$ cat config.mk
export PLATFORM = sky130hd
export DESIGN_NAME = keyb_scanner
export DESIGN_NICKNAME = d
export VERILOG_FILES = /design/src/rtl/keyb_scanner.sv
export SDC_FILE = /design/constraint.sdc
export NUM_CORES = 1
export LEC_CHECK = 0
export CORE_ASPECT_RATIO = 0.75
export CORE_UTILIZATION = 45
export DETAILED_ROUTE_END_ITERATION = 6
export PLACE_DENSITY = 0.73
export SLEW_MARGIN = 20
export SYNTH_ARGS = -nofsm -noshare
export SYNTH_HDL_FRONTEND = slang
export SYNTH_SLANG_ARGS = --single-unit
$ cat constraint.sdc
create_clock -name CLK -period 2.65 [get_ports CLK]
set_clock_uncertainty 0.2 [all_clocks]
set_input_delay 0.3975 -clock CLK [delete_from_list [all_inputs] [get_ports CLK]]
set_output_delay 0.3975 -clock CLK [all_outputs]
set_load 0.005 [all_outputs]
$ cat src/rtl/keyb_scanner.sv
// 4x4 matrix-keypad scanner: row strobing, column synchronisation, press/release debounce.
// Define KEYB_AUTOREPEAT_EN to add periodic KEY_VALID repeats while a key stays held.
module keyb_scanner #(
    parameter int SCAN_DIV     = 1000,
    parameter int DEBOUNCE_CNT = 8,
    parameter int REPEAT_TICKS = 200
) (
    input  logic       CLK,
    input  logic       nRST,
    input  logic [3:0] COL,
    output logic [3:0] ROW,
    output logic       D0,
    output logic       D1,
    output logic       Q0,
    output logic       Q1,
    output logic       KEY_VALID,
    output logic       KEY_HELD,
    output logic [1:0] dbg_state
);

    localparam int SW = (SCAN_DIV > 1) ? $clog2(SCAN_DIV) : 1;
    localparam int CW = $clog2(DEBOUNCE_CNT + 1);

    typedef enum logic [1:0] {SCAN, DEBOUNCE, PRESSED, RELEASE} state_t;

    state_t          state, state_n;
    logic [3:0]      cs_meta, cs;
    logic [SW-1:0]   slot;
    logic [1:0]      r, r_n, c, c_n, low_c;
    logic [CW-1:0]   cnt, cnt_n, cnt_inc;
    logic [3:0]      code, code_n;
    logic            valid, valid_n, held, held_n;
    logic            tick, cnt_done;

`ifdef KEYB_AUTOREPEAT_EN
    localparam int RW = $clog2(REPEAT_TICKS + 1);
    logic [RW-1:0]   rep, rep_n;
`else
    logic            unused_repeat;
    assign unused_repeat = ^REPEAT_TICKS;
`endif

    assign tick     = (slot == SW'(SCAN_DIV - 1));
    assign cnt_inc  = (cnt == CW'(DEBOUNCE_CNT)) ? cnt : cnt + CW'(1);
    assign cnt_done = (cnt_inc == CW'(DEBOUNCE_CNT));

    // Lowest-index low column wins when several are pressed in the same row.
    always_comb begin
        if (!cs[0])      low_c = 2'd0;
        else if (!cs[1]) low_c = 2'd1;
        else if (!cs[2]) low_c = 2'd2;
        else             low_c = 2'd3;
    end

    always_comb begin
        state_n = state;
        r_n     = r;
        c_n     = c;
        cnt_n   = cnt;
        code_n  = code;
        valid_n = 1'b0;
        held_n  = held;
`ifdef KEYB_AUTOREPEAT_EN
        rep_n   = rep;
`endif
        if (tick) begin
            case (state)
                SCAN: begin
                    if (cs == 4'hF) begin
                        r_n = r + 2'd1;
                    end else begin
                        c_n   = low_c;
                        cnt_n = CW'(1);
                        if (DEBOUNCE_CNT == 1) begin
                            state_n = PRESSED;
                            code_n  = {r, low_c};
                            valid_n = 1'b1;
                            held_n  = 1'b1;
                        end else begin
                            state_n = DEBOUNCE;
                        end
                    end
                end
                DEBOUNCE: begin
                    if (!cs[c]) begin
                        cnt_n = cnt_inc;
                        if (cnt_done) begin
                            state_n = PRESSED;
                            code_n  = {r, c};
                            valid_n = 1'b1;
                            held_n  = 1'b1;
                        end
                    end else begin
                        state_n = SCAN;
                        r_n     = r + 2'd1;
                    end
                end
                PRESSED: begin
                    if (cs[c]) begin
                        cnt_n = CW'(1);
                        if (DEBOUNCE_CNT == 1) begin
                            state_n = SCAN;
                            held_n  = 1'b0;
                            r_n     = r + 2'd1;
`ifdef KEYB_AUTOREPEAT_EN
                            rep_n   = '0;
`endif
                        end else begin
                            state_n = RELEASE;
                        end
`ifdef KEYB_AUTOREPEAT_EN
                    end else if (rep + RW'(1) >= RW'(REPEAT_TICKS)) begin
                        valid_n = 1'b1;
                        rep_n   = '0;
                    end else begin
                        rep_n   = rep + RW'(1);
`endif
                    end
                end
                RELEASE: begin
                    // Repeat count is only frozen here so a release bounce does not restart it.
                    if (cs[c]) begin
                        cnt_n = cnt_inc;
                        if (cnt_done) begin
                            state_n = SCAN;
                            held_n  = 1'b0;
                            r_n     = r + 2'd1;
`ifdef KEYB_AUTOREPEAT_EN
                            rep_n   = '0;
`endif
                        end
                    end else begin
                        state_n = PRESSED;
                    end
                end
                default: state_n = SCAN;
            endcase
        end
    end

    always_ff @(posedge CLK or negedge nRST) begin
        if (!nRST) begin
            cs_meta <= 4'hF;
            cs      <= 4'hF;
            slot    <= '0;
            state   <= SCAN;
            r       <= 2'd0;
            c       <= 2'd0;
            cnt     <= '0;
            code    <= 4'd0;
            valid   <= 1'b0;
            held    <= 1'b0;
        end else begin
            cs_meta <= COL;
            cs      <= cs_meta;
            slot    <= tick ? '0 : slot + SW'(1);
            state   <= state_n;
            r       <= r_n;
            c       <= c_n;
            cnt     <= cnt_n;
            code    <= code_n;
            valid   <= valid_n;
            held    <= held_n;
        end
    end

`ifdef KEYB_AUTOREPEAT_EN
    always_ff @(posedge CLK or negedge nRST) begin
        if (!nRST) rep <= '0;
        else       rep <= rep_n;
    end
`endif

    assign ROW              = ~(4'b0001 << r);
    assign {D0, D1, Q0, Q1} = code;
    assign KEY_VALID        = valid;
    assign KEY_HELD         = held;
    assign dbg_state        = state;

endmodule

==> run metrics <==
outcome=completed; Layout Utilization=57.6%; P_leak=0.911 nW; antenna violations before repair=0; Arr. time, crit path=2.27 ns; post-synthesis cell type count=50; Post-Syn Instances=160; routed via count=1,279; Sw Pwr=220 uW; Hold Path Cell Cnt=0; synthesized area per cell=11.2 um^2; placed cells=228; GRT Residual Overflow=0; post-DP HPWL=2.58 mm; CTS tree=yes; combinational power share=2.4%; DRC violations left=0; EDFF count, synth=0; Worst R2R Start=cnt[0]; Final Hold Fails=0; Min Hold Slack=0.157 ns; FMAX=0.436 GHz; Hold Crit Class=reg2reg; Sink Count=34; Worst-Margin Slew=0.566 ns; Slew Limit Fails=0; Ys Warns=0; cts hold-fix bufs=0; Post-DP Area=2010 um^2; CTS clk-pin slew, worst paths=0.07 ns; Worst path max stage delay=0.44 ns; Setup crit start kind=flop; P per Cell Area=529 nW/um^2; chip width=74.9 um; H-tree depth=2; first-pass GRT wire length=5.98 mm; nets=200; Hold EP=cs[0]; ant diodes=0; first-iteration detailed-routing DRC count=110; CP max-delay cell=dfrtp_1; number of global-route vias before repair=1,257; Commonest cells post-synth=dfrtp_1 (26), nor2_1 (15), inv_1 (14), ha_1 (11), dfstp_2 (8); row count=19; Final min period=2.29 ns; sequential share of power=46.9%; GRT Total Usage=19.7%; Layout area overhead=20.0%; nature of the critical path endpoint=flop; worst vdd ir=0.000512 V; hold_sp=cs_meta[0]; routability-driven placement congestion ratio=0.908; sw frac=19.3%; WP data required=2.63 ns; Mapped Area=1790 um^2; PnR worst setup slack=0.359 ns; Initial Utilization=48.0%; largest net degree at the start of global routing=35; ranking of synthesized cells by area=dfrtp_1 (36%), dfstp_2 (12%), ha_1 (7.7%); clock buffer depth=2; post_cts resized=0; total power=1.14 mW; Cell Chain, Critical Path=inv_1 -> ha_1 -> nor2_1 -> mux2i_1 -> nor3b_1 -> o211ai_2 -> mux2_1; register bit total from synthesis=34; Slew HR=62.2%; R2R cell count=7; core area=3730 um^2; wire per inst=14.7 um; post-route non-filler standard cell count=236; power share of the clock group=50.7%; post-route cell area=2150 um^2; pre-CTS setup slack=0.380 ns; setup bufs post-CTS=0; post-synth top area cell=dfrtp_1; Tcrit/Tclk final=86.5%; top-level I/O count=18; FF-to-FF End=r[1]; Final setup viols=0; share of Yosys cell area claimed by the top area cell type=36.3%; Die Area=4240 um^2; dominant synthesized flop cell=dfrtp_1; Detailed Routing Iterations Pass 1=4; worst-path fanout max=7; kind of critical path=reg2reg; max_cap viols=0; most repeated cell in the gate-level netlist after synthesis=dfrtp_1; final setup TNS=0 ns; TritonCTS Buffers=5; WL final=3.46 mm; R2R Setup Slk=0.36 ns; CTS root buf=clkbuf_8; Post-Syn Nets=177; Port Buffers=17; Routed Antenna Nets=0; DR vias/cell=5.42; height of the die=56.7 um; Seq/Total Area, Yosys=48.0%; share of cells above drive strength 1=19.6%; ys async rst share=100%; RSZ-0062 raised after global routing=false; Pint=918 uW; worst skew pair latency=0.29 ns
[worst max path at each step]
stage	from	endpoint	slack, ns	cells past startpoint
2_1_floorplan	slot[0]	code[0]	0.48	7
3_3_place_gp	cnt[0]	r[1]	0.48	7
3_5_place_dp	cnt[0]	r[1]	0.38	7
4_1_cts	cnt[0]	r[1]	0.37	7
5_1_grt	cnt[0]	code[0]	0.22	7
6_report	cnt[0]	r[1]	0.36	7
[flip-flops by register name, summed over array words and instances (netlist names), named ones only]
| register | count |
|---|---|
| cs_meta | 4 |
| slot | 10 |
| KEY_HELD | 1 |
| c | 2 |
| code | 4 |
| cs | 4 |
| cnt | 4 |
| dbg_state | 1 |
| r | 2 |
| KEY_VALID | 1 |
[worst max-delay path: cells and delay by family (launching register included)]
kind / cells / cell delay (ns)
mux: 2 / 0.69
flops: 1 / 0.44
fa+ha+maj: 1 / 0.34
compound gates: 1 / 0.27
simple gates: 2 / 0.18
buf+inv: 1 / 0.07
[cells by family after synthesis]
kind of cell | Yosys count | share of synthesized area (%)
fa+ha+maj | 11 | 7.68
xor+xnor | 7 | 3.42
mux | 8 | 6.35
compound gates | 30 | 11.9
flops | 34 | 48.0
buf+inv | 17 | 4.61
simple gates | 53 | 18.1
[area by class of cell]
class                           count  area, um^2
Fill cell                         315        1580
Sequential cell                    34         861
Timing Repair Buffer               19         185
Inverter                           14        52.6
Clock inverter                      3        68.8
Clock buffer                        5        68.8
Multi-Input combinational cell    109         850
Tap cell                           52        65.1
[cells in the final DEF (no fill, tap or decap), types with 2 or more instances in the layout]
cell / instances
bufinv_16: 2
nor2b_1: 2
nor2_1: 15
dfstp_2: 8
ha_1: 11
o211ai_2: 2
xor2_1: 3
clkbuf_8: 5
a21oi_1: 4
inv_1: 14
nand2_1: 6
nor3_1: 2
a211oi_1: 2
clkdlybuf4s50_1: 17
mux2_4: 4
buf_4: 2
mux2i_1: 2
nand2b_1: 2
o21ai_0: 6
and2_4: 2
and3_1: 2
dfrtp_1: 26
a22oi_1: 2
xnor2_1: 4
nand3_1: 7
a31oi_1: 4
o22ai_1: 2
or2_1: 2
[layer usage]
layer  share of wire, %  global-route usage [%]  vias to the layer above
li1                   -                       -                      603
met5                  0                       0                        -
met2                 46                    28.6                       30
met1                 47                    26.7                      635
met4                3.1                    10.2                        0
met3                4.0                    5.75                       11
[power by group through the flow]
| stage | Sequential [mW] | Clock (mW) | Combinational, mW |
|---|---|---|---|
| global placement | 0.543 | 0 | 0.0266 |
| global route | 0.535 | 0.607 | 0.0303 |
| finish | 0.534 | 0.576 | 0.0272 |
| floorplan | 0.542 | 0 | 0.00876 |
| detailed placement | 0.543 | 0 | 0.0276 |
| CTS | 0.534 | 0.586 | 0.0277 |
No activity file was read; power rests on OpenSTA's default activity.
